`config.mk`:
```
export PLATFORM = sky130hd
export DESIGN_NAME = multicycle_adder
export DESIGN_NICKNAME = d
export VERILOG_FILES = /design/src/rtl/adder_pkg.sv /design/src/rtl/chunk_adder.sv /design/src/rtl/multicycle_adder.sv
export SDC_FILE = /design/constraint.sdc
export NUM_CORES = 1
export LEC_CHECK = 0
export ABC_AREA = 1
export CAP_MARGIN = 5
export CORE_MARGIN = 2
export CORE_UTILIZATION = 35
export DETAILED_ROUTE_END_ITERATION = 16
export DONT_BUFFER_PORTS = 1
export REMOVE_ABC_BUFFERS = 1
export SLEW_MARGIN = 20
export SYNTH_ARGS = -nofsm -noshare
export SYNTH_HDL_FRONTEND = slang
export SYNTH_SLANG_ARGS = --single-unit
```
`constraint.sdc`:
```
create_clock -name clk -period 2.02 [get_ports clk]
set_input_delay 0.202 -clock clk [delete_from_list [all_inputs] [get_ports clk]]
set_output_delay 0.202 -clock clk [all_outputs]
set_load 0.02 [all_outputs]
```
`src/rtl/adder_pkg.sv`:
```
// Shared types and elaboration-time helpers for the multi-cycle add/subtract unit.
package adder_pkg;

    typedef enum logic {
        IDLE = 1'b0,
        RUN  = 1'b1
    } state_t;

    function automatic int unsigned n_chunks(input int unsigned width, input int unsigned chunk);
        return width / chunk;
    endfunction

    // Counter is never narrower than one bit, even when a single chunk covers the word.
    function automatic int unsigned cnt_width(input int unsigned n);
        return (n <= 1) ? 1 : $clog2(n);
    endfunction

    function automatic bit chunk_fits(input int unsigned width, input int unsigned chunk);
        return (width >= 1) && (chunk >= 1) && ((width % chunk) == 0);
    endfunction

endpackage

```
`src/rtl/chunk_adder.sv`:
```
// Combinational CHUNK-bit ripple slice; also reports the carry into its MSB for overflow detection.
module chunk_adder #(
    parameter int unsigned CHUNK = 4
) (
    input  logic [CHUNK-1:0] i_a,
    input  logic [CHUNK-1:0] i_b,
    input  logic             i_cin,
    output logic [CHUNK-1:0] o_sum,
    output logic             o_cout,
    output logic             o_c_msb
);

    localparam int unsigned TW = CHUNK + 1;

    logic [CHUNK:0] w_total;

    assign w_total = {1'b0, i_a} + {1'b0, i_b} + TW'(i_cin);
    assign o_sum   = w_total[CHUNK-1:0];
    assign o_cout  = w_total[CHUNK];
    // Carry into the MSB falls out of the MSB sum bit and its two operand bits.
    assign o_c_msb = i_a[CHUNK-1] ^ i_b[CHUNK-1] ^ o_sum[CHUNK-1];

endmodule

```
`src/rtl/multicycle_adder.sv`:
```
// Multi-cycle add/subtract: one CHUNK slice per RUN cycle, LSB first, behind a start/busy/done handshake.
module multicycle_adder
    import adder_pkg::*;
#(
    parameter int unsigned WIDTH = 8,
    parameter int unsigned CHUNK = 4
) (
    input  logic             clk,
    input  logic             rst_n,
    input  logic             start,
    input  logic [WIDTH-1:0] a,
    input  logic [WIDTH-1:0] b,
    input  logic             cin,
    input  logic             sub,
    output logic             busy,
    output logic             done,
    output logic [WIDTH-1:0] sum,
    output logic             cout,
    output logic             ovf
);

    localparam int unsigned N     = n_chunks(WIDTH, CHUNK);
    localparam int unsigned CNT_W = cnt_width(N);
    localparam logic [CNT_W-1:0] LAST_CNT = CNT_W'(N - 1);

    generate
        if (!chunk_fits(WIDTH, CHUNK)) begin : g_bad_chunk
            $error("multicycle_adder: CHUNK must be >= 1 and divide WIDTH exactly");
        end
    endgenerate

    state_t           r_state;
    state_t           w_next_state;
    logic             w_accept;
    logic             w_step;
    logic             w_finish;

    logic [WIDTH-1:0] r_a;
    logic [WIDTH-1:0] r_b;
    logic [WIDTH-1:0] r_acc;
    logic             r_carry;
    logic [CNT_W-1:0] r_cnt;

    logic [31:0]      w_shamt;
    logic [CHUNK-1:0] w_a_slice;
    logic [CHUNK-1:0] w_b_slice;
    logic [CHUNK-1:0] w_slice_sum;
    logic             w_slice_cout;
    logic             w_slice_cmsb;
    logic [WIDTH-1:0] w_result;

    always_ff @(posedge clk) begin
        if (!rst_n) begin
            r_state <= IDLE;
        end else begin
            r_state <= w_next_state;
        end
    end

    // Next state and per-cycle control strobes.
    always_comb begin
        w_next_state = r_state;
        w_accept     = 1'b0;
        w_step       = 1'b0;
        w_finish     = 1'b0;
        case (r_state)
            IDLE: begin
                if (start) begin
                    w_accept     = 1'b1;
                    w_next_state = RUN;
                end
            end
            RUN: begin
                w_step = 1'b1;
                if (r_cnt == LAST_CNT) begin
                    w_finish     = 1'b1;
                    w_next_state = IDLE;
                end
            end
            default: w_next_state = IDLE;
        endcase
    end

    // Select the active slice and merge its sum back into the accumulator image.
    always_comb begin
        w_shamt   = 32'(r_cnt) * 32'(CHUNK);
        w_a_slice = CHUNK'(r_a >> w_shamt);
        w_b_slice = CHUNK'(r_b >> w_shamt);
        w_result  = (r_acc & ~(WIDTH'({CHUNK{1'b1}}) << w_shamt))
                  | (WIDTH'(w_slice_sum) << w_shamt);
    end

    chunk_adder #(
        .CHUNK (CHUNK)
    ) u_chunk_adder (
        .i_a     (w_a_slice),
        .i_b     (w_b_slice),
        .i_cin   (r_carry),
        .o_sum   (w_slice_sum),
        .o_cout  (w_slice_cout),
        .o_c_msb (w_slice_cmsb)
    );

    always_ff @(posedge clk) begin
        if (!rst_n) begin
            r_a     <= '0;
            r_b     <= '0;
            r_acc   <= '0;
            r_carry <= 1'b0;
            r_cnt   <= '0;
            busy    <= 1'b0;
            done    <= 1'b0;
            sum     <= '0;
            cout    <= 1'b0;
            ovf     <= 1'b0;
        end else begin
            busy <= (w_next_state == RUN);
            done <= w_finish;
            // Subtraction is a + ~b + !borrow, so invert b and the carry once at capture.
            if (w_accept) begin
                r_a     <= a;
                r_b     <= sub ? ~b : b;
                r_carry <= sub ? ~cin : cin;
                r_cnt   <= '0;
                r_acc   <= '0;
            end
            if (w_step) begin
                r_acc   <= w_result;
                r_carry <= w_slice_cout;
                if (!w_finish) begin
                    r_cnt <= r_cnt + 1'b1;
                end
            end
            if (w_finish) begin
                sum  <= w_result;
                cout <= w_slice_cout;
                ovf  <= w_slice_cmsb ^ w_slice_cout;
            end
        end
    end

endmodule

```
==> results of run 1 <==
report_power, final:
part	total (mW)	internal [mW]	switching, mW
combinational	0.202	0.0806	0.121
clock	0.613	0.369	0.244
sequential	0.740	0.711	0.0290
total	1.56	1.16	0.394
repair_timing:
action / 4_1_cts / 5_1_grt
gates resized for setup: 0 / 1
hold buffers: 0 / 0
setup endpoints to repair: 0 / 4
state kept, by name (all words and copies together), names as in the netlist:
name / cells
busy: 1
r_b: 8
cout: 1
r_acc: 4
done: 1
r_cnt: 1
sum: 8
r_carry: 1
ovf: 1
r_a: 8
kinds of logic after synthesis:
group / after synthesis
buffers and inverters: 21
xor gates and xnor gates: 9
AOI/OAI and AO/OA: 40
and+or+nand+nor: 82
DFF: 34
adders and majority gates: 5
final timing paths:
kind / startpoint / end / slack, ps
hold / removal: rst_n / r_b[4]$_SDFFE_PN0P_ / 30
setup / recovery: r_cnt$_SDFF_PN0_ / sum[6]$_SDFFE_PN0P_ / 160
hold reg to reg: r_acc[0]$_SDFFE_PN0P_ / r_acc[0]$_SDFFE_PN0P_ / 470
setup reg to reg: r_cnt$_SDFF_PN0_ / sum[6]$_SDFFE_PN0P_ / 160
through the flow:
step,area (um^2),util
floorplan,1480,-
global placement,1570,0.367
detailed placement,1570,0.367
CTS,1680,0.391
global route,1680,0.392
finish,1680,0.392
layout by cell type (no fill, tap or decap), types with 2 or more instances in the layout:
master,instances
nand2_4,3
xnor2_1,8
nand2_1,49
inv_2,6
clkbuf_1,2
a22o_1,4
ha_1,3
nand3_1,8
buf_4,4
o21ai_2,2
a21oi_1,15
inv_1,6
o21ai_0,16
nor2_1,20
fa_1,2
dfxtp_1,33
clkbuf_8,5
layer usage:
metal	track usage	up-vias	share of wire
li1	-	622	-
met1	0.178	513	0.50
met2	0.187	36	0.42
met3	0.0476	7	0.066
met4	0.0577	0	0.018
met5	0	-	0
layout make-up:
cell class / instances / area share
sequential: 34 / 0.406
clock inverter: 1 / 0.0179
tap: 52 / 0.0387
inverter: 13 / 0.0305
multi-input combinational: 136 / 0.444
timing repair buffer: 4 / 0.0179
clock buffer: 7 / 0.0454
==> impl_metrics.csv, run 1 <==
group,metric,value,unit
critical_path,crit_chain,"nand2_1 > o21ai_0 > fa_1 > fa_1 > xor2_1 > nand3_1 > a21oi_1",
floorplan,num_io_pins,33,
logic_synthesis,yosys.area_share.simple,0.232,
logic_synthesis,syn_inst,191,
logic_synthesis,yosys_register_bits,34,
critical_path,worstSetupStartpointType,"flip-flop",
global_routing,antenna_found_initial,0,
logic_synthesis,ys.warnings.count,0,
final_layout,finalNonFillerCells,247,
timing,max_clock_freq,537,MHz
logic_synthesis,yosys-top-cells-count,"nand2_1, dfxtp_1, nor2_1",
logic_synthesis,synth_mux_area_frac,0,
logic_synthesis,synth_compound_area_frac,0.150,
cts,clk_pin_slew_worst_paths,70,ps
routing,wl_per_cell,12.2,um
critical_path,path_max_fanout,6,
logic_synthesis,syn-cell-area,1550,um^2
floorplan,die_y,70.4,um
cts,cts_buffers,5,
logic_synthesis,yosys.area.top_type,"dfxtp_1",
logic_synthesis,avgSynthCellArea,8.09,um^2
cts,clockBufferDepth,2,
critical_path,crit_buf_inv,0,
placement,place.gp.congestion,0.772,
cts,worst_skew_pair.late_latency,290,ps
logic_synthesis,synth_enable_flop_cells,0,
cts,cts_tree,"yes",
cts,cts.sinks,34,
floorplan,design.core.area,4290,um^2
power,ir_drop,373,uV
critical_path,slowest_delay,440,ps
critical_path,critical_path_class,"reg2reg",
placement,dp_hpwl,2.17,mm
final_layout,diodes,0,
cts,cts-root-buf,"clkbuf_8",
timing,tns,0,ps
placement,dpl.cell_count,239,
critical_path,required,2240,ps
logic_synthesis,synth_fa_ha_area_frac,0.0502,
final_layout,final_layout_size_suffix_gt1_frac,0.128,
worst_hold_path,min_path_type,"in2reg",
global_routing,grt_pass1_wl,5.09,mm
final_layout,seqCellArea,682,um^2
logic_synthesis,synth_ff_type,"dfxtp_1",
final_layout,nFillCells,459,
routing,totalWireLength,3.00,mm
routing,ant_nets,0,
placement,io_buffers,0,
power,p_leak,0.737,nW
routing,drt-vias-per-instance,4.77,
routing,drc,0,
global_routing,grt_overflow,0,
cts,cts_setup_buffers,0,
logic_synthesis,async_flop_share,0,
floorplan,initial_core_util,0.360,
critical_path,critPathSlowestCell,"fa_1",
routing,vias,1178,
timing,post-route-period-util,0.922,
status,status,"finished, final reports clean",
timing,fin_hold_ws,25.3,ps
worst_hold_path,whs_path_depth,2,
logic_synthesis,synth_top_area_share,0.440,
critical_path,endpoint_kind,"flip-flop",
logic_synthesis,ys_top_cells_by_area,"dfxtp_1, nand2_1, o21ai_0, a21oi_1, nor2_1",
timing,worst-slew-pin-transition,304,ps
cts,cts_max_level,2,
critical_path,cp.arrival,2080,ps
timing,fin_crit,1860,ps
timing,clock_skew,6.30,ps
logic_synthesis,synth_xor_area_frac,0.0510,
critical_path,critPathTopFamily,"adder cells",
timing,grt_setup_unrepaired,"false",
timing,final_hold_viol_count,0,
timing,slew_viol_final,0,
routing,firstDrtPassIters,4,
final_layout,nNetsFinal,220,
timing,timing.final.ws_setup,157,ps
critical_path,reg2reg_depth,7,
global_routing,grt_usage,0.132,
logic_synthesis,synth_cell_types,25,
floorplan,die_area,4960,um^2
critical_path,cp.depth,7,
global_routing,grt_pass1_vias,1087,
timing,final-setup-viol-count,0,
job,drv_cap,0,
final_layout,multi_input_area,747,um^2
logic_synthesis,synth_seq_area_share,0.440,
global_routing,grt_max_degree,26,
routing,drtIter0Drc,45,
logic_synthesis,synth.most_common_cell,"nand2_1",
timing,max_slew_margin,0.797,
floorplan,die_w,70.4,um
final_layout,syn_to_final_growth,8.83,%
critical_path,crit_path_frequent_cell,"fa_1",
power,total_power,1.56,mW
placement,pre_cts_ws,99.3,ps
floorplan,rows,24,
logic_synthesis,synth_top_family_by_area,"simple AND/OR/NAND/NOR gates",
power,power_density,925,nW/um^2
No activity file was read; power rests on OpenSTA's default activity.
==> run 2, diff against run 1 <==
--- a/config.mk
+++ b/config.mk
@@ -6,11 +6,11 @@
 export NUM_CORES = 1
 export LEC_CHECK = 0
 export ABC_AREA = 1
+export BUFFER_PORTS_ARGS = -buffer_cell sky130_fd_sc_hd__buf_2
 export CAP_MARGIN = 5
 export CORE_MARGIN = 2
 export CORE_UTILIZATION = 35
 export DETAILED_ROUTE_END_ITERATION = 16
-export DONT_BUFFER_PORTS = 1
 export REMOVE_ABC_BUFFERS = 1
 export SLEW_MARGIN = 20
 export SYNTH_ARGS = -nofsm -noshare
==> run 2 against run 1 <==
Clock skew shrank 3.2 ps. Maximum frequency grew 1.3%. Combinational power grew 18%. Via count grew 8.4%. Flip-flop and latch count is the same. Final area grew 8.9%. Clock power shrank 17%. Final cell count grew 13%.
==> impl_metrics.csv, run 2 (synthesis gave the netlist of run 1 again) <==
group,metric,value,unit
status,status,"finished, final reports clean",
critical_path,critPathSlowestCell,"fa_2",
floorplan,die_area,4960,um^2
power,power_density,812,nW/um^2
placement,io_buffers,32,
power,ir_drop,430,uV
cts,cts_tree,"yes",
cts,cts-root-buf,"clkbuf_8",
cts,cts_resized,1,
routing,drt-vias-per-instance,4.59,
critical_path,critical_path_class,"reg2reg",
cts,clockBufferDepth,2,
routing,drc,0,
placement,place_area,1730,um^2
timing,fin_crit,1840,ps
cts,cts_buffers,5,
final_layout,final_cell_mix,"nand2_1, dfxtp_1, buf_2",
critical_path,required,2240,ps
placement,place.gp.congestion,0.781,
timing,final_hold_viol_count,0,
cts,hold_buffers,0,
global_routing,grt_pass1_wl,5.22,mm
floorplan,initial_core_util,0.360,
critical_path,crit_path_frequent_cell,"nand2_1",
global_routing,grt_usage,0.135,
floorplan,rows,24,
routing,drtIter0Drc,45,
timing,grt_setup_unrepaired,"false",
cts,clk_pin_slew_worst_paths,60,ps
final_layout,layout_commonest_cell,"nand2_1",
global_routing,grt_overflow,0,
timing,tns,0,ps
routing,totalWireLength,2.98,mm
critical_path,endpoint_kind,"flip-flop",
global_routing,grt_max_degree,26,
final_layout,diodes,0,
job,drv_cap,0,
critical_path,cp.arrival,2060,ps
timing,slew_viol_final,0,
timing,max_clock_freq,544,MHz
routing,ant_nets,0,
timing,final-setup-viol-count,0,
routing,wl_per_cell,10.7,um
floorplan,design.core.area,4290,um^2
cts,cts.sinks,34,
critical_path,crit_buf_inv,1,
critical_path,slowest_delay,560,ps
final_layout,nNetsFinal,251,
final_layout,final_layout_size_suffix_gt1_frac,0.265,
cts,worst_skew_pair.late_latency,290,ps
placement,dp_hpwl,2.21,mm
global_routing,antenna_found_initial,0,
floorplan,die_y,70.4,um
final_layout,stdcell_area,1830,um^2
final_layout,fin_util,0.427,
critical_path,crit_chain,"buf_4 > nand2_1 > nand2_1 > fa_2 > fa_2 > nand2_1 > a21oi_1",
worst_hold_path,min_path_type,"in2reg",
cts,cts_max_level,2,
critical_path,path_max_fanout,8,
floorplan,num_io_pins,33,
timing,worst-slew-pin-transition,338,ps
floorplan,die_w,70.4,um
routing,vias,1277,
global_routing,grt_pass1_vias,1186,
power,p_leak,0.869,nW
cts,cts_setup_buffers,0,
final_layout,syn_to_final_growth,18.5,%
final_layout,top_regs,"r_a x8, r_b x8, sum x8",
timing,clock_skew,3.14,ps
timing,max_slew_margin,0.775,
critical_path,worstSetupStartpointType,"flip-flop",
routing,firstDrtPassIters,4,
timing,post-route-period-util,0.911,
critical_path,critPathTopFamily,"adder cells",
-- run 2: cell count changes in the layout (fill, tap and decap cells not counted), sizes merged --
cell / delta
buf: +31
bufinv: -1
clkinv: +1
-- run 2: report_power, final --
group / leakage (nW) / switching, mW / internal, mW
clock: 0.0482 / 0.237 / 0.275
sequential: 0.279 / 0.0263 / 0.712
combinational: 0.542 / 0.140 / 0.0977
-- run 2: final timing paths --
check | slack (ps) | end | cells after the start | from
worst max-delay path | 180 | r_acc[1]$_SDFFE_PN0P_ | 7 | r_cnt$_SDFF_PN0_
worst max register to register | 180 | r_acc[1]$_SDFFE_PN0P_ | 7 | r_cnt$_SDFF_PN0_
worst min register to register | 450 | cout$_SDFFE_PN0P_ | 2 | cout$_SDFFE_PN0P_
worst min-delay path | 160 | r_a[7]$_SDFFE_PN0P_ | 3 | a[7]
-- run 2: worst min-delay path: stages --
cell,delay [ps]
buf_2,70
o21ai_0,70
nor2_1,70
-- run 2: cell type report --
| type | count | area, um^2 |
|---|---|---|
| fillers | 468 | 2460 |
| multi-input cells | 136 | 759 |
| flip-flops and latches | 34 | 682 |
| repair buffers | 35 | 183 |
| clock buffers | 7 | 86.3 |
| well taps | 52 | 65.1 |
| inverters | 13 | 51.3 |
| clock inverters | 1 | 5.00 |
-- run 2: stage by stage --
stage	power [mW]	setup slack, ps	std cells	hold WS (ps)
3_3_place_gp	0.987	76.8	270	438
6_report	1.49	180	278	159
2_1_floorplan	0.905	31.6	183	313
4_1_cts	1.51	66.0	278	151
3_5_place_dp	0.987	7.78	270	441
5_1_grt	1.58	59.1	278	168
-- run 2: routing by layer --
layer  share of wire  vias to the layer above  GRT usage
met2            0.44                       30      0.203
met3           0.061                        6     0.0563
met1            0.48                      557      0.171
li1                -                      684          -
met4           0.018                        0     0.0513
met5               0                        -          0
==> run 3, diff against run 2 <==
--- a/config.mk
+++ b/config.mk
@@ -9,8 +9,10 @@
 export BUFFER_PORTS_ARGS = -buffer_cell sky130_fd_sc_hd__buf_2
 export CAP_MARGIN = 5
 export CORE_MARGIN = 2
-export CORE_UTILIZATION = 35
+export CORE_UTILIZATION = 50
+export CTS_BUF_LIST = sky130_fd_sc_hd__clkbuf_4 sky130_fd_sc_hd__clkbuf_8
 export DETAILED_ROUTE_END_ITERATION = 16
+export PLACE_DENSITY = 0.77
 export REMOVE_ABC_BUFFERS = 1
 export SLEW_MARGIN = 20
 export SYNTH_ARGS = -nofsm -noshare
==> run 3 against run 2 <==
Final cell count down 6.8%. Die area down 28%. Flip-flop and latch count unchanged. Largest power group unchanged.
==> impl_metrics.csv, run 3 (synthesis gave the netlist of run 1 again) <==
group,metric,value,unit
routing,drc,0,
final_layout,stdcell_area,1780,um^2
floorplan,initial_core_util,0.515,
cts,clockBufferDepth,2,
power,power_density,803,nW/um^2
global_routing,grt_usage,0.195,
worst_hold_path,min_path_type,"in2reg",
final_layout,finalNonFillerCells,259,
power,combPwrFrac,0.164,
job,drv_cap,0,
cts,worst_skew_pair.late_latency,340,ps
critical_path,slowest_delay,440,ps
timing,final_hold_viol_count,0,
routing,ant_nets,0,
timing,tns,0,ps
cts,cts_tree,"yes",
routing,wl_per_cell,11.4,um
critical_path,path_max_fanout,6,
routing,totalWireLength,2.95,mm
floorplan,die_area,3550,um^2
floorplan,num_io_pins,33,
power,ir_drop,415,uV
critical_path,required,2300,ps
power,p_leak,0.869,nW
routing,vias,1276,
final_layout,multi_input_area,747,um^2
timing,post-route-period-util,0.937,
placement,dp_hpwl,2.15,mm
global_routing,grt_max_degree,26,
floorplan,rows,20,
cts,cts.sinks,34,
critical_path,endpoint_kind,"flip-flop",
floorplan,die_w,59.6,um
power,pwr-share-seq,0.515,
final_layout,final_cell_mix,"nand2_1, dfxtp_1, buf_2",
placement,dpl.cell_count,251,
timing,slew_viol_final,0,
final_layout,syn_to_final_growth,15.4,%
critical_path,critPathSlowestCell,"fa_1",
cts,hold_buffers,0,
cts,cts_max_level,2,
critical_path,crit_path_frequent_cell,"fa_1",
critical_path,worstSetupStartpointType,"flip-flop",
power,netSwitchingFraction,0.272,
critical_path,cp.arrival,2180,ps
timing,clock_skew,6.78,ps
critical_path,critical_path_class,"reg2reg",
floorplan,die_y,59.6,um
global_routing,grt_pass1_wl,5.15,mm
routing,drtIter0Drc,32,
placement,io_buffers,32,
placement,place.gp.congestion,0.892,
timing,final-setup-viol-count,0,
status,status,"finished, final reports clean",
timing,grt_setup_unrepaired,"false",
routing,drt-vias-per-instance,4.93,
global_routing,grt_pass1_vias,1193,
power,p_clk_frac,0.322,
final_layout,diodes,0,
critical_path,crit_chain,"nand2_1 > o21ai_0 > fa_1 > fa_1 > xor2_1 > nand3_1 > a21oi_1",
cts,cts_buffers,5,
final_layout,layout_commonest_cell,"nand2_1",
timing,fin_crit,1890,ps
placement,place_area,1700,um^2
global_routing,antenna_found_initial,0,
timing,max_slew_margin,0.769,
power,internal-power,1.04,mW
final_layout,nNetsFinal,251,
routing,firstDrtPassIters,4,
floorplan,design.core.area,3000,um^2
final_layout,final_layout_size_suffix_gt1_frac,0.257,
final_layout,seqCellArea,682,um^2
final_layout,top_regs,"r_a x8, r_b x8, sum x8",
power,power_switching,0.389,mW
global_routing,grt_overflow,0,
cts,clk_pin_slew_worst_paths,100,ps
timing,worst-slew-pin-transition,347,ps
final_layout,nFillCells,292,
cts,cts-root-buf,"clkbuf_4",
timing,max_clock_freq,528,MHz
-- run 3: routing by layer --
layer / part of all wire / vias to the layer above / GRT usage
met2: 0.45 / 31 / 0.316
met3: 0.051 / 6 / 0.0655
li1: - / 684 / -
met1: 0.48 / 555 / 0.242
met4: 0.019 / 0 / 0.0667
met5: 0 / - / 0
-- run 3: worst max-delay path, delay by kind of cell, from the launching register on --
kind | cells | cell delay [ps]
adders and majority gates | 2 | 870
xor gates and xnor gates | 1 | 220
DFF | 1 | 350
and+or+nand+nor | 2 | 160
AOI/OAI and AO/OA | 2 | 230
-- run 3: repair_timing --
action                     in CTS  in global routing
resized for setup               0                  1
setup endpoints to repair       0                  1
setup buffers                   0                  0
hold endpoints to repair        0                  0
-- run 3: area by class of cell --
class / count / area share
clock buffers: 8 / 0.0442
flip-flops and latches: 34 / 0.382
well taps: 33 / 0.0232
repair buffers: 35 / 0.102
inverters: 13 / 0.0288
multi-input cells: 136 / 0.419
-- run 3: worst paths after layout --
| kind | end | cells after the start | slack, ps | start |
|---|---|---|---|---|
| max | sum[6]$_SDFFE_PN0P_ | 7 | 130 | r_cnt$_SDFF_PN0_ |
| min | r_a[2]$_SDFFE_PN0P_ | 3 | 100 | a[2] |
| max reg2reg | sum[6]$_SDFFE_PN0P_ | 7 | 130 | r_cnt$_SDFF_PN0_ |
| min reg2reg | sum[5]$_SDFFE_PN0P_ | 2 | 460 | sum[5]$_SDFFE_PN0P_ |
-- run 3: through the flow --
step | util | worst slack, ps | total power [mW] | hold WS (ps)
3_5_place_dp | 0.567 | 109 | 0.987 | 443
6_report | 0.594 | 127 | 1.43 | 105
4_1_cts | 0.593 | 73.0 | 1.44 | 98.2
5_1_grt | 0.594 | 39.3 | 1.51 | 94.9
3_3_place_gp | 0.567 | 166 | 0.979 | 438
2_1_floorplan | - | 31.6 | 0.905 | 313
-- run 3: power groups by stage --
| stage | Combinational, mW | Sequential, mW | Clock [mW] |
|---|---|---|---|
| 3_3_place_gp | 0.229 | 0.750 | 0 |
| 3_5_place_dp | 0.235 | 0.752 | 0 |
| 2_1_floorplan | 0.152 | 0.754 | 0 |
| 5_1_grt | 0.269 | 0.742 | 0.501 |
| 6_report | 0.234 | 0.737 | 0.461 |
| 4_1_cts | 0.236 | 0.737 | 0.469 |
